<file path="config.mk">
export PLATFORM = sky130hd
export DESIGN_NAME = uart_rx_fifo_p
export DESIGN_NICKNAME = d
export VERILOG_FILES = /design/src/rtl/uart_pkg.sv /design/src/rtl/uart_sync_fifo.sv /design/src/rtl/uart_rx_fifo_p.sv
export SDC_FILE = /design/constraint.sdc
export NUM_CORES = 1
export LEC_CHECK = 0
export ABC_CLOCK_PERIOD_IN_PS = 4350
export BUFFER_PORTS_ARGS = -buffer_cell sky130_fd_sc_hd__buf_4
export CAP_MARGIN = 20
export CORE_ASPECT_RATIO = 1.25
export CORE_MARGIN = 2
export CORE_UTILIZATION = 65
export CTS_BUF_LIST = sky130_fd_sc_hd__clkbuf_8
export DETAILED_ROUTE_END_ITERATION = 8
export HOLD_SLACK_MARGIN = 0.15
export PLACE_DENSITY = 0.9
export SYNTH_ARGS = -nofsm -noshare
export SYNTH_HDL_FRONTEND = slang
export SYNTH_HIERARCHICAL = 1
export SYNTH_SLANG_ARGS = --single-unit
</file>
<file path="constraint.sdc">
create_clock -name clk -period 4.35 [get_ports clk]
set_input_delay 0.435 -clock clk [delete_from_list [all_inputs] [get_ports clk]]
set_output_delay 0.435 -clock clk [all_outputs]
set_load 0.005 [all_outputs]
</file>
<file path="src/rtl/uart_pkg.sv">
// uart_pkg: shared types, default sizing and helpers for the UART receive path.
//   rx_state_t    receiver FSM states (IDLE..WAIT_HI)
//   DEF_*         default clock-per-bit, half-bit, FIFO depth and FIFO address width
//   parity_of()   parity of up to 9 data bits, optionally inverted for odd sense
package uart_pkg;

    typedef enum logic [2:0] {
        IDLE,
        START,
        DATA,
        PARITY,
        STOP,
        WAIT_HI
    } rx_state_t;

    localparam int DEF_BAUD_DIV   = 2604;
    localparam int DEF_HALF_BIT   = DEF_BAUD_DIV >> 1;
    localparam int DEF_FIFO_DEPTH = 4;
    localparam int DEF_FIFO_AW    = $clog2(DEF_FIFO_DEPTH);

    // Callers zero-extend narrower data, so the unused upper bits do not
    // disturb the XOR reduction.
    function automatic logic parity_of(input logic [8:0] data, input logic odd);
        return (^data) ^ odd;
    endfunction

endpackage

</file>
<file path="src/rtl/uart_sync_fifo.sv">
// uart_sync_fifo: single-clock show-ahead FIFO with occupancy count.
//   clk, rst_n         clock, asynchronous active-low reset
//   wr_en, wr_data     write port (no overflow protection; caller gates)
//   rd_en              pop head entry (caller must not pop when empty)
//   rd_data            current head entry, valid while count != 0
//   count              entries held, 0..DEPTH
//   full, empty        occupancy flags
module uart_sync_fifo #(
    parameter int WIDTH = 8,
    parameter int DEPTH = 4
) (
    input  logic                     clk,
    input  logic                     rst_n,
    input  logic                     wr_en,
    input  logic [WIDTH-1:0]         wr_data,
    input  logic                     rd_en,
    output logic [WIDTH-1:0]         rd_data,
    output logic [$clog2(DEPTH):0]   count,
    output logic                     full,
    output logic                     empty
);

    localparam int AW = $clog2(DEPTH);

    logic [WIDTH-1:0] mem [DEPTH];
    logic [AW-1:0]    wr_ptr;
    logic [AW-1:0]    rd_ptr;

    // Storage is reset so the show-ahead head reads as zero out of reset.
    // When full, a simultaneous write lands in the slot the read vacates.
    always_ff @(posedge clk or negedge rst_n) begin
        if (!rst_n) begin
            for (int i = 0; i < DEPTH; i++) begin
                mem[i] <= '0;
            end
        end else if (wr_en) begin
            mem[wr_ptr] <= wr_data;
        end
    end

    // Pointers wrap naturally because DEPTH is a power of two.
    always_ff @(posedge clk or negedge rst_n) begin
        if (!rst_n) begin
            wr_ptr <= '0;
            rd_ptr <= '0;
            count  <= '0;
        end else begin
            if (wr_en) begin
                wr_ptr <= wr_ptr + 1'b1;
            end
            if (rd_en) begin
                rd_ptr <= rd_ptr + 1'b1;
            end
            if (wr_en && !rd_en) begin
                count <= count + 1'b1;
            end else if (rd_en && !wr_en) begin
                count <= count - 1'b1;
            end
        end
    end

    assign rd_data = mem[rd_ptr];
    assign full    = (count == (AW+1)'(DEPTH));
    assign empty   = (count == '0);

endmodule

</file>
<file path="src/rtl/uart_rx_fifo_p.sv">
// uart_rx_fifo_p: UART receiver (start + data LSB first + [parity] + stop)
// feeding a show-ahead receive FIFO.
//   clk, rst_n   clock, asynchronous active-low reset
//   RX           asynchronous serial input, idle high
//   rd_en        pop FIFO head (ignored when empty)
//   clr_err      clear the sticky error flags
//   rx_data      FIFO head, valid while rdy
//   rdy          FIFO not empty
//   fifo_cnt     entries held
//   frm_err      sticky: stop bit sampled low
//   ovr_err      sticky: frame completed while FIFO full and not being read
//   par_err      sticky: parity mismatch (0 unless UART_RX_PARITY_EN)
// Build option: define UART_RX_PARITY_EN to add one parity bit per frame,
// checked against ^data ^ PAR_ODD.
module uart_rx_fifo_p
    import uart_pkg::*;
#(
    parameter int BAUD_DIV   = DEF_BAUD_DIV,
    parameter int DATA_BITS  = 8,
    parameter int FIFO_DEPTH = DEF_FIFO_DEPTH,
    parameter int PAR_ODD    = 0
) (
    input  logic                          clk,
    input  logic                          rst_n,
    input  logic                          RX,
    input  logic                          rd_en,
    input  logic                          clr_err,
    output logic [DATA_BITS-1:0]          rx_data,
    output logic                          rdy,
    output logic [$clog2(FIFO_DEPTH):0]   fifo_cnt,
    output logic                          frm_err,
    output logic                          ovr_err,
    output logic                          par_err
);

    localparam int HALF_BIT = BAUD_DIV >> 1;
    localparam int BW       = $clog2(BAUD_DIV + 1);

    rx_state_t             state;
    logic [1:0]            sync;
    logic                  rxs;
    logic [BW-1:0]         baud_cnt;
    logic [3:0]            bit_cnt;
    logic [DATA_BITS-1:0]  shift_reg;
    logic                  push_req;
    logic                  fifo_wr;
    logic                  fifo_rd;
    logic                  fifo_full;
    logic                  fifo_empty;

    // Two-flop synchroniser, preset high so reset never looks like a start bit.
    always_ff @(posedge clk or negedge rst_n) begin
        if (!rst_n) begin
            sync <= 2'b11;
        end else begin
            sync <= {sync[0], RX};
        end
    end

    assign rxs = sync[1];

    // Receiver FSM. baud_cnt counts down to 1, which marks a sample point;
    // the first sample after the start edge lands half a bit in so every
    // later sample sits mid-bit. push_req is a one-cycle pulse the cycle after
    // a good stop sample; shift_reg is stable then because it only moves in DATA.
    always_ff @(posedge clk or negedge rst_n) begin
        if (!rst_n) begin
            state     <= IDLE;
            baud_cnt  <= '0;
            bit_cnt   <= '0;
            shift_reg <= '0;
            push_req  <= 1'b0;
            frm_err   <= 1'b0;
`ifdef UART_RX_PARITY_EN
            par_err   <= 1'b0;
`endif
        end else begin
            push_req <= 1'b0;
            if (clr_err) begin
                frm_err <= 1'b0;
`ifdef UART_RX_PARITY_EN
                par_err <= 1'b0;
`endif
            end
            unique case (state)
                IDLE: begin
                    if (!rxs) begin
                        state    <= START;
                        baud_cnt <= BW'(HALF_BIT);
                    end
                end
                START: begin
                    if (baud_cnt == BW'(1)) begin
                        if (rxs) begin
                            state <= IDLE;
                        end else begin
                            state    <= DATA;
                            baud_cnt <= BW'(BAUD_DIV);
                            bit_cnt  <= '0;
                        end
                    end else begin
                        baud_cnt <= baud_cnt - 1'b1;
                    end
                end
                DATA: begin
                    if (baud_cnt == BW'(1)) begin
                        shift_reg <= {rxs, shift_reg[DATA_BITS-1:1]};
                        baud_cnt  <= BW'(BAUD_DIV);
                        if (bit_cnt == 4'(DATA_BITS - 1)) begin
`ifdef UART_RX_PARITY_EN
                            state <= PARITY;
`else
                            state <= STOP;
`endif
                        end else begin
                            bit_cnt <= bit_cnt + 1'b1;
                        end
                    end else begin
                        baud_cnt <= baud_cnt - 1'b1;
                    end
                end
                PARITY: begin
`ifdef UART_RX_PARITY_EN
                    if (baud_cnt == BW'(1)) begin
                        state    <= STOP;
                        baud_cnt <= BW'(BAUD_DIV);
                        if (rxs != parity_of(9'(shift_reg), 1'(PAR_ODD))) begin
                            par_err <= 1'b1;
                        end
                    end else begin
                        baud_cnt <= baud_cnt - 1'b1;
                    end
`else
                    state <= IDLE;
`endif
                end
                STOP: begin
                    if (baud_cnt == BW'(1)) begin
                        if (rxs) begin
                            push_req <= 1'b1;
                            state    <= IDLE;
                        end else begin
                            frm_err <= 1'b1;
                            state   <= WAIT_HI;
                        end
                    end else begin
                        baud_cnt <= baud_cnt - 1'b1;
                    end
                end
                WAIT_HI: begin
                    if (rxs) begin
                        state <= IDLE;
                    end
                end
                default: state <= IDLE;
            endcase
        end
    end

`ifndef UART_RX_PARITY_EN
    assign par_err = 1'b0;
`endif

    // A full FIFO still accepts a byte if the head is popped in the same cycle.
    assign fifo_rd = rd_en && !fifo_empty;
    assign fifo_wr = push_req && (!fifo_full || fifo_rd);

    // Overrun: a completed byte had nowhere to go. Setting wins over clearing.
    always_ff @(posedge clk or negedge rst_n) begin
        if (!rst_n) begin
            ovr_err <= 1'b0;
        end else if (push_req && fifo_full && !fifo_rd) begin
            ovr_err <= 1'b1;
        end else if (clr_err) begin
            ovr_err <= 1'b0;
        end
    end

    uart_sync_fifo #(
        .WIDTH (DATA_BITS),
        .DEPTH (FIFO_DEPTH)
    ) u_fifo (
        .clk     (clk),
        .rst_n   (rst_n),
        .wr_en   (fifo_wr),
        .wr_data (shift_reg),
        .rd_en   (fifo_rd),
        .rd_data (rx_data),
        .count   (fifo_cnt),
        .full    (fifo_full),
        .empty   (fifo_empty)
    );

    assign rdy = !fifo_empty;

endmodule
</file>
Yosys cells after proc, flatten, opt, wreduce, memory -nomap -nowiden
Index checks and enable logic that the tools add are counted.
{"block": "op_classes", "add_sub_neg": 6, "mul": 0, "n_div": 0, "n_lt_le_gt_ge": 3, "eq_ne": 17, "shifts": 0, "n_mux": 37, "bitwise": 2, "reduce_logical": 22}
{"operator": "$mux 12", "count": 5}
{"operator": "$pmux 12 s4", "count": 1}
{"operator": "$bwmux 32", "count": 1}
{"operator": "$mux 3", "count": 9}
{"operator": "$mux 8", "count": 3}
{"operator": "$ne 2x2->1 const B", "count": 9}
{"operator": "$bmux 8 s2", "count": 1}
{"operator": "$demux 8 s2", "count": 1}
{"operator": "$mux 4", "count": 4}
{"operator": "$pmux 3 s5", "count": 1}
{"operator": "$eq 12x1->1 const B", "count": 1}
{"operator": "$sub 12x1->12 const B", "count": 1}
{"operator": "$eq 3x3->1 const B", "count": 3}
{"operator": "$mux 1", "count": 9}
{"operator": "$pmux 4 s2", "count": 1}
{"operator": "$logic_and 1x1->1", "count": 7}
{"operator": "$ge 3x3->1 const B", "count": 2}
{"operator": "$logic_not 3->1", "count": 2}
{"operator": "$not 2->3", "count": 2}
{"operator": "$reduce_and 6->1", "count": 1}
{"operator": "$reduce_bool 2->1", "count": 3}
{"operator": "$reduce_and 5->1", "count": 1}
{"operator": "$add 2x1->2 const B", "count": 2}
{"operator": "$add 4x1->4 const B", "count": 1}
{"operator": "other kinds (13)", "count": 16}
{"block": "word_totals", "register_bits": 71, "latch_bits": 0, "mem_bits_rw": 0, "romBits": 0, "inputBits": 5, "out_inout_bits": 15, "wordCells": 102, "memories": 0}

Logic depth before layout (Yosys ltp)
{"block": "logic_depth", "word_depth": 9, "ltp_mapped": 11, "depth_no_buf": 11}

Modules after synthesis
Netlist, hierarchy kept.
{"mod": "uart_rx_fifo_p", "n_inst": 1, "cells_each": 177, "area_each_um2": 1799.2}
{"mod": "uart_sync_fifo", "n_inst": 1, "cells_each": 109, "area_each_um2": 1755.4}

Worst setup path before layout
Ideal clock, no wire load.
{"block": "synth_path", "kind": "flip-flop to flip-flop", "startpoint": "register u_fifo.count[0]", "endpoint": "register u_fifo.count[2]", "setup_ns": 0.079, "t_arrival_ns": 1.877, "slack_ns": 2.394, "stages_incl_launch_ff": 11, "path_buffers": 0, "path_cell_list": "dfrtp_1 > nor3_1 > inv_1 > nand2_1 > a21boi_0 > ha_1 > inv_1 > fa_1 > xor2_1 > nor2_1 > xor2_1"}
{"block": "synth_between", "elab_chain_cells": 8, "elab_cells_between_ends": 16, "classes_between": "add/sub: 2; eq/ne: 1; mux: 2; reduce/logical: 11"}
{"element": "from (decl)", "line": "uart_sync_fifo.sv:18", "text": "output logic [$clog2(DEPTH):0] count,"}
{"element": "from (signal assigned)", "line": "uart_sync_fifo.sv:55", "text": "count <= count + 1'b1;"}
{"element": "from (signal assigned)", "line": "uart_sync_fifo.sv:57", "text": "count <= count - 1'b1;"}
{"element": "$logic_not 3->1 (*)", "line": "uart_sync_fifo.sv:64", "text": "assign empty = (count == '0);"}
{"element": "net fifo_empty", "line": "uart_rx_fifo_p.sv:49", "text": "logic fifo_empty;"}
{"element": "$logic_not 1->1 (*)"}
{"element": "net rdy", "line": "uart_rx_fifo_p.sv:29", "text": "output logic rdy,"}
{"element": "$logic_and 1x1->1 (*)", "line": "uart_rx_fifo_p.sv:165", "text": "assign fifo_rd = rd_en && !fifo_empty;"}
{"element": "$logic_or 1x1->1 (*)", "line": "uart_rx_fifo_p.sv:166", "text": "assign fifo_wr = push_req && (!fifo_full || fifo_rd);"}
{"element": "$logic_and 1x1->1 (*)", "line": "uart_rx_fifo_p.sv:166"}
{"element": "net fifo_wr", "line": "uart_rx_fifo_p.sv:46", "text": "logic fifo_wr;"}
{"element": "$logic_not 1->1", "line": "uart_sync_fifo.sv:56", "text": "end else if (rd_en && !wr_en) begin"}
{"element": "$logic_and 1x1->1", "line": "uart_sync_fifo.sv:56"}
{"element": "$reduce_bool 2->1 (no line)"}
Mark *: on every way through the listed nets, which the timed path passes. The rest lies on a longest branch. The select of a mux whose other input is x is not followed.
A chain may end at the register's enable or synchronous reset.

Worst setup path in the final report
{"block": "layout_path", "startpoint": "register u_fifo.count[0]", "endpoint": "register u_fifo.count[2]"}
{"block": "layout_between", "elab_chain_cells": 8, "elab_cells_between_ends": 16, "classes_between": "add/sub: 2; eq/ne: 1; mux: 2; reduce/logical: 11"}
{"element": "$logic_not 3->1 (*)", "line": "uart_sync_fifo.sv:64"}
{"element": "net fifo_empty", "line": "uart_rx_fifo_p.sv:49"}
{"element": "$logic_not 1->1 (*)", "line": "uart_rx_fifo_p.sv:165"}
{"element": "$logic_and 1x1->1 (*)", "line": "uart_rx_fifo_p.sv:165"}
{"element": "$logic_or 1x1->1 (*)", "line": "uart_rx_fifo_p.sv:166"}
{"element": "$logic_and 1x1->1 (*)", "line": "uart_rx_fifo_p.sv:166"}
{"element": "net fifo_wr", "line": "uart_rx_fifo_p.sv:46"}
{"element": "$logic_not 1->1", "line": "uart_sync_fifo.sv:56"}
{"element": "$logic_and 1x1->1", "line": "uart_sync_fifo.sv:56"}
{"element": "$reduce_bool 2->1 (no line)"}
Marks and branches as above.

==> out/results.txt <==
Post-synth EDFFs: 0
fillers: 335
largest family of logic cells by synthesized area: multiplexers
RSZ-0062 raised after global routing: false
WP buf/inv: 2
clk sinks: 71
compound-gate portion of the synthesized area: 10.0%
total gr overflow: 0
vias in the first global route: 2286
CP required: 4.62 ns
cell area after synthesis: 3550 um2
Post-route DRC: 0
fraction of registers with async set/reset: 100%
Synth cell types: 60
combinational power share: 1.5%
Synth Instances: 286
Synth Area in XOR/XNOR: 1.97%
critical path type: flip-flop to flip-flop
synth warn: 6
Final Wtd Congestion: 0.873
Fin. Hold Viols: 0
DIE AREA: 6080 um2
Worst Path Arrival: 3.19 ns
GRT Total Usage: 23.2%
register area: 1780 um2
largest net degree at the start of global routing: 72
port bufs: 18
multi-input logic area: 1650 um2
normalized max-slew margin: 24.0%
min-delay worst type: primary input to flip-flop
n_diodes: 0
DIE WIDTH: 70.1 um
internal power: 1.05 mW
Chip Height: 86.7 um
element type at the critical path end: flip-flop
Initial Util: 66.2%
Mapped Nets: 300
setup TNS: 0 ns
fin cells: 373
Synth Area in Adders: 3.38%
via count: 2307
Iter 0 DRT Violations: 137
Slew Viols, Final: 0
FMAX: 342 MHz
Critical-path top delay cell: a21boi_0
Largest delay share family, worst path: compound AO/OA/AOI/OAI gates
outcome: complete, no violations
Placement Rows: 30
TritonCTS clock tree: yes
clock share of power: 48.3%
clock skew: 0.00602 ns
critical path's largest stage delay: 0.89 ns
sequential power share: 50.3%
remaining antenna violation count after routing: 0
number of cells after detailed placement: 357
PwrDens: 335 nW/um2
initial antenna violation count: 0
register bit total from synthesis: 71
max-cap check violation count: 0
crit path launch type: flip-flop
Net Sw Frac: 20.5%
1st-pass router iterations: 4
# nets final: 318
postcts setup bufs: 0
Num CTS Buffers: 9
Sw Pwr: 0.270 mW
worst-skew pair later-pin latency: 0.34 ns
final wirelength: 6470 um
P&R area growth vs syn: 10.6%
worst-case clock buffer depth: 2
root buf cell: clkbuf_8
Top FF cell, synth: dfrtp_1
# IOs: 20
final worst slack: 1.43 ns
post-cts resize count: 0
simple-gate share of the synthesized area: 12.7%
DP HPWL: 4340 um
CP Max Fanout: 8
worst vdd ir: 247 uV
Placement Setup Slack: 1.47 ns
Leak Pwr: 1.89 nW
Largest register FFs: 32
Routed wire per std cell: 17.4 um
Vias per Instance: 6.18
sequential cell area fraction in the yosys report: 50.1%
syn avg cell area: 12.4 um2
Clock transition at path regs: 0.08 ns
final setup vio count: 0
first-pass GRT wire length: 10800 um
fraction of synthesized area in multiplexers: 18.3%
Max H-tree Level: 3
min cycle time layout: 2.92 ns
CTS Hold Buffers Added: 0
Worst Tran Pin Value: 1.13 ns
fin crit share: 67.1%
Final Util: 73.2%
CORE AREA: 5370 um2
layout cells sized above 1: 32.0%
critical path cell sequence: nor3_1 -> inv_1 -> nand2_1 -> a21boi_0 -> ha_1 -> inv_1 -> fa_1 -> xor2_1 -> nor2_1 -> xor2_1
-- final timing paths --
| kind | startpoint | to | slack, ns | depth (start not counted) |
|---|---|---|---|---|
| min in group asynchronous | rst_n | u_fifo/rd_ptr[1] | 0.21 | 1 |
| worst min register to register | sync[0] | sync[1] | 0.36 | 0 |
| max in group asynchronous | rst_n | baud_cnt[0] | 3.60 | 1 |
| worst max register to register | u_fifo/count[0] | u_fifo/count[2] | 1.43 | 10 |
| worst max-delay path | u_fifo/count[0] | u_fifo/count[2] | 1.43 | 10 |
| worst min-delay path | RX | sync[0] | 0.19 | 1 |
-- cell type report --
type	instances	share of cell area [%]
Inverter	10	0.955
Timing Repair Buffer	18	3.44
Tap cell	64	2.04
Multi-Input combinational cell	194	42.1
Sequential cell	71	45.3
Clock buffer	9	3.15
Clock inverter	7	3.06
-- kinds of logic (layout without fill, tap and decap cells) --
kind of cell	after synthesis	after routing
simple gates	75	75
flops	71	71
compound gates	51	51
mux	50	50
buf+inv	21	44
fa+ha+maj	9	9
xor+xnor	8	8
other cells	1	1
-- metrics by stage --
stage	total power [mW]	hold WS (ns)	instance area [um2]
after floorplan	0.680	0.139	3550
after global placement	0.695	0.346	3690
after detailed placement	0.696	0.348	3690
after CTS	1.33	0.181	3930
after global routing	1.36	0.182	3930
final	1.32	0.194	3930
-- power by group through the flow --
stage | Clock [mW] | Sequential [mW] | Combinational, mW
finish | 0.636 | 0.662 | 0.0193
global route | 0.678 | 0.662 | 0.0226
CTS | 0.649 | 0.662 | 0.0202
detailed placement | 0 | 0.675 | 0.0202
global placement | 0 | 0.675 | 0.0197
floorplan | 0 | 0.675 | 0.00455
-- synthesized netlist by cell type (all sizes together) (2+ instances only) --
| master | number | share of area, % |
|---|---|---|
| ha | 8 | 2.8 |
| dfrtp | 69 | 49 |
| dfstp | 2 | 1.5 |
| nand2 | 23 | 2.7 |
| o22a | 3 | 0.74 |
| mux4 | 8 | 5.1 |
| nor2 | 13 | 1.4 |
| a31oi | 2 | 0.35 |
| a22o | 2 | 0.49 |
| a2bb2oi | 2 | 0.49 |
| o2bb2ai | 2 | 0.49 |
| inv | 10 | 1.1 |
| nor3b | 3 | 0.77 |
| nor4 | 2 | 0.77 |
| or3 | 2 | 0.35 |
| a22oi | 2 | 0.81 |
| nor3 | 6 | 0.99 |
| nand4 | 3 | 0.53 |
| and4b | 2 | 0.56 |
| o21a | 2 | 0.42 |
| o22ai | 2 | 0.35 |
| nand2b | 3 | 0.53 |
| and3 | 2 | 0.35 |
| nor2b | 3 | 0.53 |
| xnor2 | 3 | 0.74 |
| nand3 | 6 | 1.2 |
| nor4b | 3 | 1.1 |
| buf | 11 | 2.4 |
| o21ai | 17 | 2.4 |
| and2 | 2 | 0.35 |
| a21oi | 7 | 1.1 |
| xor2 | 5 | 1.2 |
| mux2 | 41 | 13 |
-- metal layers --
| metal | part of all wire [%] | vias up | track usage, % |
|---|---|---|---|
| met3 | 3.0 | 17 | 3.49 |
| met1 | 41 | 1174 | 28.0 |
| li1 | - | 1076 | - |
| met5 | 0 | - | 0 |
| met4 | 2.5 | 0 | 14.3 |
| met2 | 53 | 40 | 39.5 |
-- layout by cell type (no fill, tap or decap), types with 4 or more instances in the layout --
cell	n
o21ai_0	17
inv_1	10
nand3_1	5
mux4_2	8
nor2_1	12
dfrtp_1	69
clkbuf_8	9
mux2_2	41
nor3_1	5
nand2_2	4
a21oi_1	6
ha_1	8
buf_4	18
nand2_1	19
xor2_1	5
Note: power is estimated with default switching activity, not from simulation.
